$ cat src/rtl/hex_display_mux_wb.sv
// Wishbone-slave seven-segment controller: up to eight hex digits with decimal points,
// leading-zero suppression, blinking, a parallel segment bus and a multiplexed scan bus.
module hex_display_mux_wb #(
   parameter int NDIGITS   = 4,
   parameter int BLINK_DIV = 25000000,
   parameter int SCAN_DIV  = 50000
) (
   input  logic                   clk_i,
   input  logic                   rst_i,
   input  logic [1:0]             wb_adr_i,
   input  logic [15:0]            wb_dat_i,
   output logic [15:0]            wb_dat_o,
   input  logic [1:0]             wb_sel_i,
   input  logic                   wb_we_i,
   input  logic                   wb_cyc_i,
   input  logic                   wb_stb_i,
   output logic                   wb_ack_o,
   output logic [8*NDIGITS-1:0]   seg_o,
   output logic [NDIGITS-1:0]     scan_o,
   output logic [7:0]             mux_seg_o
);

   localparam int BW = $clog2(BLINK_DIV);
   localparam int SW = $clog2(SCAN_DIV);
   localparam int IW = (NDIGITS > 1) ? $clog2(NDIGITS) : 1;

   localparam logic [63:0] VAL_MASK64 = (64'd1 << (4 * NDIGITS)) - 64'd1;
   localparam logic [31:0] VAL_MASK   = VAL_MASK64[31:0];
   localparam logic [15:0] DP_MASK16  = (16'd1 << NDIGITS) - 16'd1;
   localparam logic [7:0]  DP_MASK    = DP_MASK16[7:0];

   function automatic logic [7:0] glyph(input logic [3:0] nib);
      case (nib)
         4'h0: glyph = 8'hC0;
         4'h1: glyph = 8'hF9;
         4'h2: glyph = 8'hA4;
         4'h3: glyph = 8'hB0;
         4'h4: glyph = 8'h99;
         4'h5: glyph = 8'h92;
         4'h6: glyph = 8'h82;
         4'h7: glyph = 8'hF8;
         4'h8: glyph = 8'h80;
         4'h9: glyph = 8'h90;
         4'hA: glyph = 8'h88;
         4'hB: glyph = 8'h83;
         4'hC: glyph = 8'hC6;
         4'hD: glyph = 8'hA1;
         4'hE: glyph = 8'h86;
         default: glyph = 8'h8E;
      endcase
   endfunction

   logic [31:0]   value_r;
   logic [7:0]    dp_r;
   logic [2:0]    ctrl_r;
   logic          acc;
   logic [15:0]   wmask;
   logic [15:0]   rd_data;

   assign acc   = wb_cyc_i & wb_stb_i & ~wb_ack_o;
   assign wmask = {{8{wb_sel_i[1]}}, {8{wb_sel_i[0]}}};

   always_comb begin
      rd_data = '0;
      case (wb_adr_i)
         2'd0:    rd_data = value_r[15:0];
         2'd1:    rd_data = value_r[31:16];
         2'd2:    rd_data = {8'h00, dp_r};
         default: rd_data = {13'h0, ctrl_r};
      endcase
   end

   // Bus stage: register file, ack and read data share one registered cycle
   always_ff @(posedge clk_i) begin
      if (rst_i) begin
         value_r  <= '0;
         dp_r     <= '0;
         ctrl_r   <= 3'b001;
         wb_ack_o <= 1'b0;
         wb_dat_o <= '0;
      end else begin
         wb_ack_o <= acc;
         if (acc) begin
            wb_dat_o <= rd_data;
            if (wb_we_i) begin
               case (wb_adr_i)
                  2'd0: value_r[15:0]  <= (value_r[15:0] & ~wmask) |
                                          (wb_dat_i & wmask & VAL_MASK[15:0]);
                  2'd1: value_r[31:16] <= (value_r[31:16] & ~wmask) |
                                          (wb_dat_i & wmask & VAL_MASK[31:16]);
                  2'd2: if (wb_sel_i[0]) dp_r <= wb_dat_i[7:0] & DP_MASK;
                  default: if (wb_sel_i[0]) ctrl_r <= wb_dat_i[2:0];
               endcase
            end
         end
      end
   end

   logic [BW-1:0] blink_cnt;
   logic          blink_phase;
   logic [SW-1:0] scan_cnt;
   logic [IW-1:0] scan_idx;

   always_ff @(posedge clk_i) begin
      if (rst_i) begin
         blink_cnt   <= '0;
         blink_phase <= 1'b0;
         scan_cnt    <= '0;
         scan_idx    <= '0;
      end else begin
         if (blink_cnt == BW'(BLINK_DIV - 1)) begin
            blink_cnt   <= '0;
            blink_phase <= ~blink_phase;
         end else begin
            blink_cnt <= blink_cnt + 1'b1;
         end
         if (scan_cnt == SW'(SCAN_DIV - 1)) begin
            scan_cnt <= '0;
            scan_idx <= (scan_idx == IW'(NDIGITS - 1)) ? '0 : scan_idx + 1'b1;
         end else begin
            scan_cnt <= scan_cnt + 1'b1;
         end
      end
   end

   logic [7:0]           dig_p0 [NDIGITS];
   logic [8*NDIGITS-1:0] seg_p0;
   logic [3:0]           nib;
   logic                 upper_zero;
   logic                 blank;

   // Pattern stage: walk from the top digit down so LZS sees "this digit and all above are 0"
   always_comb begin
      seg_p0     = '0;
      nib        = '0;
      upper_zero = 1'b1;
      blank      = 1'b0;
      for (int k = NDIGITS - 1; k >= 0; k--) begin
         nib        = value_r[4*k +: 4];
         upper_zero = upper_zero & (nib == 4'h0);
         blank      = ~ctrl_r[0] | (ctrl_r[1] & blink_phase) |
                      (ctrl_r[2] & upper_zero & (k != 0));
         dig_p0[k]  = blank ? 8'hFF : (glyph(nib) & ~{dp_r[k], 7'b0});
         seg_p0[8*k +: 8] = dig_p0[k];
      end
   end

   logic [8*NDIGITS-1:0] seg_p1;
   logic [NDIGITS-1:0]   scan_p1;
   logic [7:0]           mux_p1;

   // Output stage: every display output is registered from the same scan index
   always_ff @(posedge clk_i) begin
      if (rst_i) begin
         seg_p1  <= {NDIGITS{8'hC0}};
         scan_p1 <= ~NDIGITS'(1);
         mux_p1  <= 8'hC0;
      end else begin
         seg_p1  <= seg_p0;
         scan_p1 <= ~(NDIGITS'(1) << scan_idx);
         mux_p1  <= dig_p0[scan_idx];
      end
   end

   assign seg_o     = seg_p1;
   assign scan_o    = scan_p1;
   assign mux_seg_o = mux_p1;

endmodule

$ cat config.mk
export PLATFORM = sky130hd
export DESIGN_NAME = hex_display_mux_wb
export DESIGN_NICKNAME = d
export VERILOG_FILES = /design/src/rtl/hex_display_mux_wb.sv
export SDC_FILE = /design/constraint.sdc
export NUM_CORES = 1
export LEC_CHECK = 0
export ABC_CLOCK_PERIOD_IN_PS = 2900
export CAP_MARGIN = 30
export CELL_PAD_IN_SITES_DETAIL_PLACEMENT = 1
export CELL_PAD_IN_SITES_GLOBAL_PLACEMENT = 1
export CORE_MARGIN = 2
export CORE_UTILIZATION = 39
export CTS_CLUSTER_DIAMETER = 200
export CTS_CLUSTER_SIZE = 40
export DETAILED_ROUTE_END_ITERATION = 7
export GPL_TIMING_DRIVEN = 0
export PLACE_DENSITY = 0.79
export RECOVER_POWER = 50
export SLEW_MARGIN = 30
export SYNTH_ARGS = -nofsm -noshare
export SYNTH_HDL_FRONTEND = slang
export SYNTH_SLANG_ARGS = --single-unit
export TNS_END_PERCENT = 1
$ cat constraint.sdc
create_clock -name clk_i -period 2.9 [get_ports clk_i]
set_clock_uncertainty 0.2 [all_clocks]
set_input_delay 0.435 -clock clk_i [delete_from_list [all_inputs] [get_ports clk_i]]
set_output_delay 0.435 -clock clk_i [all_outputs]
set_load 0.02 [all_outputs]
[Yosys cells after proc, flatten, opt, wreduce, memory -nomap -nowiden]
Memories as Yosys holds them, arrays and structs flattened. A register that Yosys moved wholly into a read port is not among the register bits.
Index checks and enable logic that the tools add are counted.
Operators by class
  div/mod/pow operators: 0
  $mul: 0
  shift-type cells: 1
  equal/unequal tests: 5
  reduce and logical (&&, ||, !) cells: 11
  bitwise logic cells: 31
  $add $sub $neg: 3
  multiplexer cells: 17
  order comparisons: 1
Operator list (count)
  bitwise AND 16 bit: 3
  two-way mux 8 bit: 6
  one-hot mux 16 bit (3 select lines): 1
  bitwise AND 8 bit: 4
  two-way mux 4 bit: 8
  inverter 8 bit: 4
  adder 25 x 1 -> 25 bit (second input constant): 1
  equality test 25 bit (second input constant): 1
  adder 16 x 1 -> 16 bit (second input constant): 1
  binary-select mux 8 bit (select 2 bit): 1
  equality test 16 bit (second input constant): 1
  inverter 16 bit: 1
  OR 16 bit: 1
  logical NOT 4 bit: 3
  bitwise AND 1 bit: 8
  AND reduction 4 bit: 2
  AND reduction 3 bit: 2
  equality test 2 bit (second input constant): 2
  inverter 1 bit: 4
  inverter 4 bit: 1
  OR 1 bit: 4
  OR reduction 2 bit: 2
  << shifter 1 x 2 -> 4 bit (first input constant): 1
  greater-or-equal comparator 3 bit (second input constant): 1
  6 further kinds: 6
Word-level totals
  bits in writable memories: 0
  flip-flop bits (word level): 144
  logic and storage cells: 86
  bits of input ports: 25
  bits in latches: 0
  ROM bits: 448
  memories kept: 4
Memories
  (no name shown): depth 16, width 7, rd ports 1, clocked after Yosys merged registers in 1, wr ports 0, line 33  | case (nib)
  (no name shown): depth 16, width 7, rd ports 1, clocked after Yosys merged registers in 1, wr ports 0, line 33
  (no name shown): depth 16, width 7, rd ports 1, clocked after Yosys merged registers in 1, wr ports 0, line 33
  (no name shown): depth 16, width 7, rd ports 1, clocked after Yosys merged registers in 1, wr ports 0, line 33

[Depth between registers and ports, before layout]
  depth in word-level cells: 9
  mapped depth: 12
  depth with buffers taken out: 10

[Least setup slack after synthesis]
OpenSTA, ideal clock, no wires.
  path type: in2reg
  start: input wb_adr_i[0]
  end: register with a tool-made name
  arrival: 2.560 ns
  path slack: 0.007 ns
  library setup time: 0.132 ns
  stages: 11
  cells stage by stage: buf_2 nor4_2 buf_4 buf_4 nand2_1 a21oi_1 inv_1 ha_1 mux2_2 a21oi_1 o32ai_1
RTL lines
  start, declared: line 10  | input logic [1:0] wb_adr_i,

==> impl_metrics.json <==
{
  "antenna_found_initial": 0,
  "dp_worst_setup_slack_ns": -1.067,
  "cpPeakStageDelay_ns": 0.51,
  "grt_pass1_vias": 6373,
  "seqPwrFrac": 0.487,
  "design_area_um2": 9708,
  "final_cell_mix": "dfxtp_1 (172), nor2_1 (127), clkdlybuf4s50_1 (77), nand2_1 (51), mux2i_1 (48)",
  "synth_compound_area_frac": 0.1057,
  "grt_pass1_wl_mm": 34.88,
  "dp_hpwl_mm": 15.32,
  "crit_type": "in2reg",
  "avgSynthCellArea_um2": 9.125,
  "drive_above_1_share": 0.1240,
  "multiInputGateArea_um2": 4048,
  "synth_top_cell_by_area": "dfxtp_1",
  "die_area_um2": 20720,
  "finalWorstSetupSlack_ns": 0.01328,
  "die_w_um": 143.9,
  "clkLatencyLatePin_ns": 0.44,
  "seqCellArea_um2": 3443,
  "hold_path_depth": 1,
  "synthAdderAreaFrac": 0.04915,
  "critPathCaptureType": "register",
  "ys_types": 58,
  "drt-initial-drc-count": 345,
  "antennaDiodeCount": 0,
  "cts.clk_slew.worst_paths_ns": 0.07,
  "whs_ns": 0.2618,
  "path_max_fanout": 7,
  "synth.top_cells.by_area": "dfxtp_1 (45%), mux2i_1 (6.4%), nor2_1 (6.3%)",
  "synth_top_family_by_area": "simple AND/OR/NAND/NOR gates",
  "tns_ns": 0,
  "place_area_um2": 8790,
  "syn-cell-area_um2": 7637,
  "clock_sinks": 172,
  "area_delta_synth_final_pct": 27.11,
  "reg2reg_slack_ns": 0.08,
  "finalHoldViolCount": 0,
  "gp_congestion": 0.8618,
  "rows": 51,
  "first_pass_iters": 4,
  "synth_xor_area_frac": 0.04243,
  "critical_path_required_ns": 3.02,
  "min_period_over_period": 0.9954,
  "status": "completed",
  "max-clock-path-buffers": 2,
  "max_freq_mhz": 346.4,
  "max-slew-margin-rel": 0.3940,
  "synth_cells": 837,
  "num_vias": 6400,
  "arrival_ns": 3.01,
  "clockPowerShare": 0.461,
  "synth_edf_count": 0,
  "grt_max_degree": 17,
  "internal_power_mw": 3.738,
  "fillCellCount": 2206,
  "yosysTopAreaCellShare": 0.4509,
  "combPwrFrac": 0.052,
  "cts_made_buffers": 17,
  "p_leak_nw": 3.712,
  "synthArstFlopShare": 0,
  "worstMarginPinSlew_ns": 0.9006,
  "yosysSeqAreaShare": 0.4509,
  "setup_viol": 0,
  "synth_seq_cells": 172,
  "yosys.area_share.simple": 0.2107,
  "final_common_cell": "dfxtp_1",
  "crit_slowest_cell": "clkdlybuf4s50_1",
  "grt_usage": 0.2178,
  "die_y_um": 143.9,
  "muxShareOfSynthArea": 0.09895,
  "htreeDepth": 4,
  "numPortBuffers": 82,
  "ir_drop_mv": 0.3964,
  "netSwitchingPower_mw": 1.185,
  "slew_violations": 0,
  "ant_nets": 0,
  "cts_root_buffer": "clkbuf_16",
  "io_pins": 86,
  "start_kind": "input pin",
  "grt_setup_unrepaired": "true",
  "cp_common_cell": "nand2_1",
  "syn_nets": 892,
  "start_util": 0.3950,
  "yosysWarnings": 0,
  "core_um2": 19330,
  "p_sw_frac": 0.2407,
  "path_cells": "clkdlybuf4s50_1 -> nand2_1 -> or4_1 -> buf_2 -> nand2_1 -> a21oi_4 -> inv_1 -> ha_4 -> nor2_1 -> a211oi_2 -> a21oi_1 -> a32o_1",
  "synth-main-ff-cell": "dfxtp_1",
  "final_nets": 1011,
  "hold_path_class": "reg2reg",
  "cap_violations": 0,
  "final_cells": 1233,
  "drcViolationCount": 0,
  "cts_tree": "done",
  "grt_overflow": 0,
  "drt_wl_total_mm": 21.97,
  "finalCriticalPeriod_ns": 2.887,
  "powerDensity_nw_per_um2": 507.2,
  "r2r_cells": 11,
  "via_per_inst": 5.191,
  "placedCellCount": 1184,
  "routedWlPerCell_um": 17.82
}
layout make-up:
class	instances	area share
clock inverter	11	0.01121
multi-input combinational	586	0.4169
sequential	172	0.3547
tap	265	0.03415
clock buffer	20	0.04807
buffer	41	0.02088
timing repair buffer	100	0.09937
inverter	38	0.01469
timing repair:
item | CTS | global route
buffers inserted | 4 | 14
pin swaps | 3 | 5
endpoints found under the setup margin | 86 | 11
gates resized for setup | 22 | 26
hold buffers | 0 | 0
path summary, 6_finish.rpt:
| kind | startpoint | endpoint |
|---|---|---|
| worst max-delay path | wb_sel_i[0] | register |
| worst min-delay path | scan_cnt[0] | scan_cnt[0] |
| worst max register to register | wb_ack_o | register |
| worst min register to register | scan_cnt[0] | scan_cnt[0] |
synthesized netlist by cell type (all sizes together) (2+ instances only):
| library cell | instances |
|---|---|
| a31oi | 5 |
| or4 | 3 |
| a211oi | 7 |
| nand3 | 33 |
| or2 | 3 |
| xnor2 | 15 |
| a21oi | 54 |
| o32ai | 4 |
| and2 | 18 |
| nor4 | 9 |
| inv | 38 |
| nor3 | 19 |
| a221o | 2 |
| buf | 18 |
| mux4 | 3 |
| a22oi | 4 |
| o21ai | 9 |
| nor2 | 128 |
| o311a | 2 |
| a41oi | 2 |
| o31ai | 5 |
| dfxtp | 172 |
| nor4b | 4 |
| xor2 | 22 |
| nand3b | 2 |
| and4 | 5 |
| a32o | 4 |
| o221ai | 8 |
| nand2 | 55 |
| o2bb2ai | 2 |
| o22ai | 9 |
| mux2 | 12 |
| nand2b | 5 |
| nor3b | 4 |
| and3 | 8 |
| nand4 | 12 |
| nor2b | 15 |
| or3 | 5 |
| mux2i | 52 |
| clkbuf | 23 |
| ha | 30 |
| o211ai | 4 |
cell families after synthesis:
family                   after synthesis
AND/OR/NAND/NOR                      328
flip-flops                           172
AO/OA/AOI/OAI                        124
buffers and inverters                 79
multiplexers                          67
XOR/XNOR                              37
adder cells (fa/ha/maj)               30
per-layer routing:
| metal | track usage | share of wire |
|---|---|---|
| met1 | 0.2821 | 0.45 |
| met4 | 0.07327 | 0.026 |
| met3 | 0.05565 | 0.046 |
| met5 | 0 | 0 |
| met2 | 0.3539 | 0.48 |
critical path, delay by kind of cell:
kind,cells,cell delay [ns]
simple gates,4,0.84
fa+ha+maj,1,0.17
buf+inv,3,0.90
compound gates,4,0.66
power by group through the flow:
| stage | Combinational, mW | Clock (mW) | Sequential [mW] |
|---|---|---|---|
| after global placement | 0.235 | 0 | 2.45 |
| after floorplan | 0.126 | 0 | 2.45 |
| final | 0.257 | 2.27 | 2.40 |
| after detailed placement | 0.239 | 0 | 2.45 |
| after global routing | 0.277 | 2.42 | 2.40 |
| after CTS | 0.248 | 2.30 | 2.40 |
metrics by stage:
step           total power, mW  utilization
3_5_place_dp             2.689       0.4546
5_1_grt                  5.095       0.5021
2_1_floorplan            2.581            -
3_3_place_gp             2.684       0.4546
4_1_cts                  4.945       0.4901
6_report                 4.924       0.5021
Note: power is estimated with default switching activity, not from simulation.
